$ cat src/rtl/rns_seq_pkg.sv
// Shared definitions for the RNS operation sequencer: op codes, FSM states
// and a helper that tells whether an op needs a residue unit.
package rns_seq_pkg;

  typedef logic [1:0] op_t;

  localparam op_t OP_ADD  = 2'b00;
  localparam op_t OP_SUB  = 2'b01;
  localparam op_t OP_MUL  = 2'b10;
  localparam op_t OP_ZERO = 2'b11;

  typedef enum logic [1:0] {
    S_IDLE  = 2'd0,
    S_ISSUE = 2'd1,
    S_WAIT  = 2'd2,
    S_RESP  = 2'd3
  } state_t;

  // Zero is answered locally; every other op is routed through the demux.
  function automatic logic op_uses_unit(input op_t op);
    case (op)
      OP_ADD, OP_SUB, OP_MUL: op_uses_unit = 1'b1;
      default:                op_uses_unit = 1'b0;
    endcase
  endfunction

endpackage

$ cat src/rtl/rr_arbiter_2.sv
// Two-way round-robin arbiter: the requester that did not win last time is
// preferred, otherwise whichever one is valid. Grant is one-hot or zero.
module rr_arbiter_2 (
  input  logic       valid0,
  input  logic       valid1,
  input  logic       last_grant,
  input  logic       enable,
  output logic [1:0] grant
);

  always_comb begin
    // NOTE: default first so no path through this block leaves grant unassigned (no latch).
    grant = 2'b00;
    if (enable) begin
      if (valid0 && (last_grant || !valid1)) begin
        grant = 2'b01;
      end else if (valid1) begin
        grant = 2'b10;
      end
    end
  end

endmodule

$ cat src/rtl/rns_op_sequencer.sv
// Round-robin sequencer sharing the RNS demux/ALU between two requesters.
// Define SEQ_TIMEOUT_EN to add a watchdog on the WAIT state (reports rsp_err).
module rns_op_sequencer
  import rns_seq_pkg::*;
#(
  parameter int WIDTH   = 4,
  parameter int TIMEOUT = 15
) (
  input  logic             clk,
  input  logic             rst,
  input  logic             req0_valid,
  output logic             req0_ready,
  input  logic [1:0]       req0_op,
  input  logic [WIDTH-1:0] req0_a,
  input  logic             req1_valid,
  output logic             req1_ready,
  input  logic [1:0]       req1_op,
  input  logic [WIDTH-1:0] req1_a,
  output logic [WIDTH-1:0] dmx_a,
  output logic             dmx_sel0,
  output logic             dmx_sel1,
  input  logic             unit_done,
  input  logic [WIDTH-1:0] unit_result,
  output logic             rsp_valid,
  input  logic             rsp_ready,
  output logic             rsp_id,
  output logic [WIDTH-1:0] rsp_data,
  output logic             rsp_err
);

  if (TIMEOUT < 1) begin : g_timeout_check
    $error("rns_op_sequencer: TIMEOUT must be at least 1");
  end

  state_t           state_q, state_d;
  logic [1:0]       grant;
  logic             arb_enable;
  logic             accept;
  logic             grant_id;
  logic             last_grant;
  op_t              op_sel, op_q;
  logic [WIDTH-1:0] a_sel, a_q;
  logic             id_q;
  logic [WIDTH-1:0] data_q;
  logic             expire;

  // Readiness is only offered in IDLE and never while reset is held.
  assign arb_enable = (state_q == S_IDLE) && !rst;

  rr_arbiter_2 u_arb (
    .valid0     (req0_valid),
    .valid1     (req1_valid),
    .last_grant (last_grant),
    .enable     (arb_enable),
    .grant      (grant)
  );

  assign accept   = |grant;
  assign grant_id = grant[1];
  assign op_sel   = grant_id ? req1_op : req0_op;
  assign a_sel    = grant_id ? req1_a  : req0_a;

`ifdef SEQ_TIMEOUT_EN
  localparam int               CNT_W   = $clog2(TIMEOUT + 1);
  localparam logic [CNT_W-1:0] WD_LAST = CNT_W'(TIMEOUT - 1);

  logic [CNT_W-1:0] wd_cnt;
  logic             err_q;

  // A done strobe in the expiry cycle takes priority over the watchdog.
  assign expire = (state_q == S_WAIT) && !unit_done && (wd_cnt == WD_LAST);

  always_ff @(posedge clk or posedge rst) begin
    if (rst) begin
      wd_cnt <= '0;
    end else if (state_q == S_ISSUE) begin
      wd_cnt <= '0;
    end else if ((state_q == S_WAIT) && !unit_done) begin
      wd_cnt <= wd_cnt + 1'b1;
    end
  end

  always_ff @(posedge clk or posedge rst) begin
    if (rst) begin
      err_q <= 1'b0;
    end else if (accept) begin
      err_q <= 1'b0;
    end else if (expire) begin
      err_q <= 1'b1;
    end
  end

  assign rsp_err = err_q;
`else
  assign expire  = 1'b0;
  assign rsp_err = 1'b0;
`endif

  always_ff @(posedge clk or posedge rst) begin
    if (rst) begin
      state_q <= S_IDLE;
    end else begin
      state_q <= state_d;
    end
  end

  always_comb begin
    state_d = state_q;
    case (state_q)
      S_IDLE:  if (accept) state_d = op_uses_unit(op_sel) ? S_ISSUE : S_RESP;
      S_ISSUE: state_d = S_WAIT;
      S_WAIT:  if (unit_done || expire) state_d = S_RESP;
      S_RESP:  if (rsp_ready) state_d = S_IDLE;
      default: state_d = S_IDLE;
    endcase
  end

  // Latched request and response payload; a done seen during ISSUE is ignored.
  always_ff @(posedge clk or posedge rst) begin
    if (rst) begin
      last_grant <= 1'b1;
      op_q       <= OP_ADD;
      a_q        <= '0;
      id_q       <= 1'b0;
      data_q     <= '0;
    end else if (accept) begin
      // NOTE: non-blocking assignments keep every register sampling pre-edge values.
      last_grant <= grant_id;
      op_q       <= op_sel;
      a_q        <= a_sel;
      id_q       <= grant_id;
      if (!op_uses_unit(op_sel)) begin
        data_q <= '0;
      end
    end else if (state_q == S_WAIT) begin
      if (unit_done) begin
        data_q <= unit_result;
      end else if (expire) begin
        data_q <= '0;
      end
    end
  end

  always_comb begin
    req0_ready = grant[0];
    req1_ready = grant[1];
    dmx_a      = '0;
    dmx_sel0   = 1'b0;
    dmx_sel1   = 1'b0;
    rsp_valid  = 1'b0;
    case (state_q)
      S_ISSUE, S_WAIT: begin
        dmx_a    = a_q;
        dmx_sel0 = op_q[0];
        dmx_sel1 = op_q[1];
      end
      S_RESP:  rsp_valid = 1'b1;
      default: ;
    endcase
  end

  assign rsp_id   = id_q;
  assign rsp_data = data_q;

endmodule

$ cat config.mk
export PLATFORM = sky130hd
export DESIGN_NAME = rns_op_sequencer
export DESIGN_NICKNAME = d
export VERILOG_FILES = /design/src/rtl/rns_seq_pkg.sv /design/src/rtl/rr_arbiter_2.sv /design/src/rtl/rns_op_sequencer.sv
export SDC_FILE = /design/constraint.sdc
export NUM_CORES = 1
export LEC_CHECK = 0
export CORE_AREA = 2 2 50 52
export CTS_BUF_LIST = sky130_fd_sc_hd__clkbuf_8
export CTS_CLUSTER_SIZE = 25
export DETAILED_ROUTE_END_ITERATION = 10
export DIE_AREA = 0 0 52 54
export GPL_TIMING_DRIVEN = 0
export PLACE_DENSITY = 0.83
export SLEW_MARGIN = 5
export SYNTH_ARGS = -nofsm -noshare
export SYNTH_HDL_FRONTEND = slang
export SYNTH_SLANG_ARGS = --single-unit
$ cat constraint.sdc
create_clock -name clk -period 1.8 [get_ports clk]
set_clock_uncertainty 0.1 [all_clocks]
set_input_delay 0.18 -clock clk [delete_from_list [all_inputs] [get_ports clk]]
set_output_delay 0.18 -clock clk [all_outputs]
set_load 0.02 [all_outputs]
==> impl_metrics.ini, run 1 <==
[clock_tree]
path_clk_slew_ns = 0.06
clkLatencyLatePin_ns = 0.25
max-clock-path-buffers = 2
cts_max_level = 1
post_cts_hold_buffer_count = 0
cts_sinks = 14
buffer_cell_driving_the_clock_tree_root = sky130_fd_sc_hd__clkbuf_8
tritoncts = done
numCtsBuffers = 3

[floorplan]
starting_density_of_the_core_pct = 35.9
die_h_um = 54
num_io_pins = 37
row_count = 18
die_area_mm2 = 0.00281
die_w_um = 52
placeableCoreArea_mm2 = 0.00232

[pwr]
vdd_drop_max_mv = 0.944
cellPowerDensity_mw_per_mm2 = 1660
total_leakage_power_nw = 0.667

[finish]
antenna_cells = 0
final_net_count = 158
post_layout_nonfiller_instances = 161
area_delta_synth_final_pct = 61.0
drive_gt1_share_pct = 19.1

[setup_path]
rr_startpoint = state_q[0]
criticalPathCategory = register to primary output
worstPathRequired_ns = 1.52
start_kind = register
ff2ff_path_depth = 6
timing.critical_path.fanout_max = 8
startpoint = state_q[0]
critical_path.endpoint_type = primary output
arrival_time_worst_endpoint_ns = 1.47

[timing]
grt_setup_unrepaired = true
timing_worst_slew_pin_value_ns = 0.605
slew_headroom_pct = 59.5
fmax_mhz = 570
timing_hold_violations_final = 0
finalCriticalPeriod_ns = 1.75
min_period_over_period_pct = 97.4
slew_viol_final = 0
post-route-worst-setup-slack_ns = 0.0469
setup_viol_count_final = 0

[outcome]
run_status = finished clean

[placement]
post-dp-hpwl_um = 1690
pre_cts_slack_ns = -0.499
dp_cells = 150
count_of_buffers_from_port_buffering = 35
finalWeightedCongestion = 0.831

[synth]
synth-seq-area-share_pct = 42.2
synth.net_count = 111
synthesis.yosys.warnings = 0
netlist.area_leader.share_pct = 39.0
synthesis.instances = 85
synth_seq_cells = 14
synthesis.area_um2 = 833
yosys-top-cells-area = sky130_fd_sc_hd__dfrtp_1 (39%), sky130_fd_sc_hd__inv_1 (6.3%), sky130_fd_sc_hd__ha_1 (6.0%)
syn_avg_cell_area_um2 = 9.80
synth_cell_types = 30
netlist.top_cell.by_area = sky130_fd_sc_hd__dfrtp_1

[global_routing]
antenna_found_initial = 0
grt_remaining_overflow = 0
vias_in_the_first_global_route = 864
grt_start_max_net_pins = 15
gr-usage-all-layers_pct = 17.8
grt_pass1_wl_um = 3640

[drt]
vias_per_cell = 4.90
detailedRoute.firstIterationViolations = 15
detail_route.wirelength_um = 2290
via_count = 789
drtPass1Iterations = 4
post-route-drc-count = 0
routedWlPerCell_um = 14.2
antenna_viol_nets_final = 0

[job]
timing.max_cap.violations = 0

[worst_hold_path]
hold_path_class = input port to async pin
## critical path: stages, from the launching register on
cell,delay (ns)
sky130_fd_sc_hd__dfrtp_1,0.39
sky130_fd_sc_hd__inv_2,0.09
sky130_fd_sc_hd__ha_4,0.15
sky130_fd_sc_hd__and3b_4,0.19
sky130_fd_sc_hd__and2_4,0.21
sky130_fd_sc_hd__nor2_4,0.06
sky130_fd_sc_hd__buf_6,0.13
## synthesized netlist by cell type
master / instances
sky130_fd_sc_hd__a211o_1: 1
sky130_fd_sc_hd__a21boi_0: 2
sky130_fd_sc_hd__a21o_1: 6
sky130_fd_sc_hd__a221o_1: 1
sky130_fd_sc_hd__a22o_1: 4
sky130_fd_sc_hd__a31oi_1: 1
sky130_fd_sc_hd__and2_1: 6
sky130_fd_sc_hd__and2_4: 1
sky130_fd_sc_hd__and2b_1: 1
sky130_fd_sc_hd__and3b_4: 1
sky130_fd_sc_hd__buf_4: 1
sky130_fd_sc_hd__buf_6: 1
sky130_fd_sc_hd__conb_1: 1
sky130_fd_sc_hd__dfrtp_1: 13
sky130_fd_sc_hd__dfstp_2: 1
sky130_fd_sc_hd__ha_1: 4
sky130_fd_sc_hd__inv_1: 14
sky130_fd_sc_hd__mux2_2: 1
sky130_fd_sc_hd__mux2i_1: 1
sky130_fd_sc_hd__nand2_1: 3
sky130_fd_sc_hd__nand2b_1: 1
sky130_fd_sc_hd__nand3_1: 2
sky130_fd_sc_hd__nand4_1: 5
sky130_fd_sc_hd__nor2_1: 4
sky130_fd_sc_hd__nor2b_1: 1
sky130_fd_sc_hd__o2111ai_1: 1
sky130_fd_sc_hd__o211ai_1: 1
sky130_fd_sc_hd__o21ai_2: 1
sky130_fd_sc_hd__o221ai_1: 4
sky130_fd_sc_hd__o22a_1: 1
## registers in the layout, indices dropped and copies added, names as in the netlist
register    count
last_grant      1
a_q             4
state_q         2
rsp_id          1
rsp_data        4
op_q            2
## worst paths after layout
| kind | end | slack [ns] |
|---|---|---|
| max | req0_ready | 0.05 |
| min | state_q[0] | 0.24 |
| max reg2reg | state_q[1] | 0.06 |
| min reg2reg | rsp_id | 0.41 |
| max in group asynchronous | last_grant | 1.00 |
| min in group clk | rsp_id | 0.41 |
## placed cells by master (no fill, tap or decap), types with 3 or more instances in the layout
cell	Yosys	layout
sky130_fd_sc_hd__o221ai_1	4	4
sky130_fd_sc_hd__ha_1	4	3
sky130_fd_sc_hd__clkbuf_8	0	4
sky130_fd_sc_hd__nand4_1	5	5
sky130_fd_sc_hd__a21o_1	6	6
sky130_fd_sc_hd__dlygate4sd2_1	0	7
sky130_fd_sc_hd__buf_4	1	9
sky130_fd_sc_hd__nand2_1	3	3
sky130_fd_sc_hd__dfrtp_1	13	13
sky130_fd_sc_hd__inv_1	14	12
sky130_fd_sc_hd__a22o_1	4	4
sky130_fd_sc_hd__and2_1	6	6
sky130_fd_sc_hd__clkdlybuf4s50_1	0	26
sky130_fd_sc_hd__nor2_1	4	3
## what timing repair did
action,in CTS,in global routing
setup buffers,6,2
setup endpoints to repair,16,7
gates resized for setup,23,1
pin swaps,3,3
## cell families after synthesis
logic type	synth area share [%]
multiplexers	2.55
buffers and inverters	8.56
adder cells (fa/ha/maj)	6.01
other	0.450
AO/OA/AOI/OAI	22.7
flip-flops	42.2
AND/OR/NAND/NOR	17.6
## layer usage
metal | GRT usage (%) | vias to the layer above | share of wire (%)
met3 | 1.39 | 4 | 4.4
met2 | 33.5 | 26 | 54
met5 | 0 | - | 0
met4 | 11.0 | 0 | 2.5
li1 | - | 388 | -
met1 | 19.4 | 371 | 39
## metrics by stage
| stage | area, um2 | util [%] | hold WS, ns | TNS (ns) | total power, W |
|---|---|---|---|---|---|
| 3_5_place_dp | 1220 | 52.8 | 0.399 | -2.44 | 0.00185 |
| 2_1_floorplan | 836 | - | -0.0315 | 0 | 0.00133 |
| 6_report | 1340 | 57.8 | 0.235 | 0 | 0.00223 |
| 4_1_cts | 1340 | 57.6 | 0.238 | 0 | 0.00223 |
| 3_3_place_gp | 1220 | 52.8 | 0.360 | -1.86 | 0.00179 |
| 5_1_grt | 1340 | 57.8 | 0.293 | -0.0198 | 0.00238 |
## area by class of cell
class / instances / area, um2
Inverter: 14 / 52.6
Clock buffer: 4 / 55.1
Multi-Input combinational cell: 55 / 439
Fill cell: 207 / 978
Timing Repair Buffer: 43 / 398
Tap cell: 30 / 37.5
Sequential cell: 14 / 352
Buffer: 1 / 7.51
## where the power goes
group | total (W) | internal, W | switching [W] | leakage [nW]
registers | 0.000572 | 0.000479 | 0.0000933 | 0.169
clock network | 0.000313 | 0.000194 | 0.000119 | 0.0288
logic | 0.00135 | 0.000681 | 0.000666 | 0.470
total | 0.00223 | 0.00135 | 0.000879 | 0.667
No activity file was read; power rests on OpenSTA's default activity.
==> run 2: changes to the inputs <==
Settings changed: ABC_CLOCK_PERIOD_IN_PS from default to 1800.
==> results of run 2 <==
No change in the layout: final DEF, timing and power equal those of run 1.
==> run 3: changes to the inputs <==
Settings changed: MAX_ROUTING_LAYER from default to met4, SLEW_MARGIN 5 to 20.
==> run 3 against run 2 <==
Net effect: sequential cell count stayed put; die area stayed put; final area stayed put; wire length stayed put; sequential power hardly changed; critical path depth stayed put; power hardly changed; non-clock buffer count stayed put; via count stayed put; utilization stayed put; clock power hardly changed; sequential share of layout area stayed put; largest cell class unchanged.
==> impl_metrics.ini, run 3 (synthesized netlist as in run 1, its figures left out) <==
[timing]
timing_worst_slew_pin_value_ns = 0.605
finalCriticalPeriod_ns = 1.75
slew_headroom_pct = 59.5
slew_viol_final = 0
grt_setup_unrepaired = true
min_period_over_period_pct = 97.4
fmax_mhz = 570
timing_hold_violations_final = 0
setup_viol_count_final = 0

[floorplan]
num_io_pins = 37
die_area_mm2 = 0.00281
die_h_um = 54
die_w_um = 52
starting_density_of_the_core_pct = 35.9
placeableCoreArea_mm2 = 0.00232
row_count = 18

[placement]
post-dp-hpwl_um = 1690
finalWeightedCongestion = 0.843
placement.cell_area_mm2 = 0.00122
count_of_buffers_from_port_buffering = 35
dp_cells = 150

[global_routing]
grt_start_max_net_pins = 15
grt_remaining_overflow = 0
antenna_found_initial = 0
gr-usage-all-layers_pct = 18.4
vias_in_the_first_global_route = 864
grt_pass1_wl_um = 3640

[pwr]
vdd_drop_max_mv = 0.942
cellPowerDensity_mw_per_mm2 = 1660
total_leakage_power_nw = 0.667

[drt]
routedWlPerCell_um = 14.2
detailedRoute.firstIterationViolations = 15
detail_route.wirelength_um = 2290
antenna_viol_nets_final = 0
vias_per_cell = 4.90
post-route-drc-count = 0
via_count = 789
drtPass1Iterations = 4

[clock_tree]
clkLatencyLatePin_ns = 0.25
numCtsBuffers = 3
cts_max_level = 1
post_cts_hold_buffer_count = 0
cts_sinks = 14
buffer_cell_driving_the_clock_tree_root = sky130_fd_sc_hd__clkbuf_8
max-clock-path-buffers = 2
path_clk_slew_ns = 0.06
tritoncts = done

[finish]
antenna_cells = 0
fill_cells = 207
layout.cells.most_common = sky130_fd_sc_hd__clkdlybuf4s50_1
post-route-cell-area_mm2 = 0.00134
post_layout_nonfiller_instances = 161
drive_gt1_share_pct = 19.1
final_net_count = 158
most-common-layout-cells = sky130_fd_sc_hd__clkdlybuf4s50_1 (26), sky130_fd_sc_hd__dfrtp_1 (13), sky130_fd_sc_hd__inv_1 (12), sky130_fd_sc_hd__buf_4 (9), sky130_fd_sc_hd__dlygate4sd2_1 (7)
layout.core_utilization_pct = 57.8
area_delta_synth_final_pct = 61.0

[setup_path]
worstPathRequired_ns = 1.52
timing.critical_path.fanout_max = 8
critical_path.endpoint_type = primary output
start_kind = register
criticalPathCategory = register to primary output
arrival_time_worst_endpoint_ns = 1.47

[worst_hold_path]
hold_path_class = input port to async pin

[job]
timing.max_cap.violations = 0

[outcome]
run_status = finished clean
[run 3: worst max-delay path, stage by stage (launching register included)]
cell,delay [ns]
sky130_fd_sc_hd__dfrtp_1,0.39
sky130_fd_sc_hd__inv_2,0.09
sky130_fd_sc_hd__ha_4,0.15
sky130_fd_sc_hd__and3b_4,0.19
sky130_fd_sc_hd__and2_4,0.21
sky130_fd_sc_hd__nor2_4,0.06
sky130_fd_sc_hd__buf_6,0.13
[run 3: power by group]
part	internal, W	leakage [nW]	switching [W]
clock	0.000194	0.0288	0.000119
sequential	0.000479	0.169	0.0000933
combinational	0.000681	0.470	0.000666
total	0.00135	0.667	0.000878
[run 3: per-layer routing]
| metal | vias up | part of all wire, % | GRT usage (%) |
|---|---|---|---|
| met3 | 4 | 3.9 | 0.833 |
| met4 | 0 | 2.5 | 11.0 |
| met1 | 371 | 39 | 19.8 |
| met5 | - | 0 | - |
| li1 | 388 | - | - |
| met2 | 26 | 54 | 33.5 |
[run 3: worst paths after layout]
check | from | endpoint | slack, ns | depth (start not counted)
worst min register to register | rsp_id | rsp_id | 0.41 | 1
worst max register to register | state_q[0] | state_q[1] | 0.06 | 6
worst min-delay path | rst | state_q[0] | 0.24 | 2
worst max-delay path | state_q[0] | req0_ready | 0.05 | 6
max in group asynchronous | rst | last_grant | 1.00 | 2
min in group clk | rsp_id | rsp_id | 0.41 | 1
[run 3: final cells by class]
cell class | count | area (um2) | area share [%]
sequential | 14 | 352 | 26.2
inverter | 14 | 52.6 | 3.92
buffer | 1 | 7.51 | 0.560
multi-input combinational | 55 | 439 | 32.7
timing repair buffer | 43 | 398 | 29.7
tap | 30 | 37.5 | 2.80
clock buffer | 4 | 55.1 | 4.10
[run 3: repair_timing]
action	4_1_cts	5_1_grt
gates resized for setup	23	1
buffers inserted	6	2
pin swaps	3	3
gates cloned	0	0
setup endpoints to repair	16	7
[run 3: per-stage QoR]
step                TNS [ns]  total power, W  setup WS, ns  hold WS, ns
floorplan                  0         0.00133       0.00122      -0.0315
global placement       -1.86         0.00179        -0.496        0.360
detailed placement     -2.44         0.00185        -0.499        0.399
CTS                        0         0.00223       0.00840        0.238
global route         -0.0198         0.00237       -0.0198        0.293
finish                     0         0.00223        0.0469        0.235
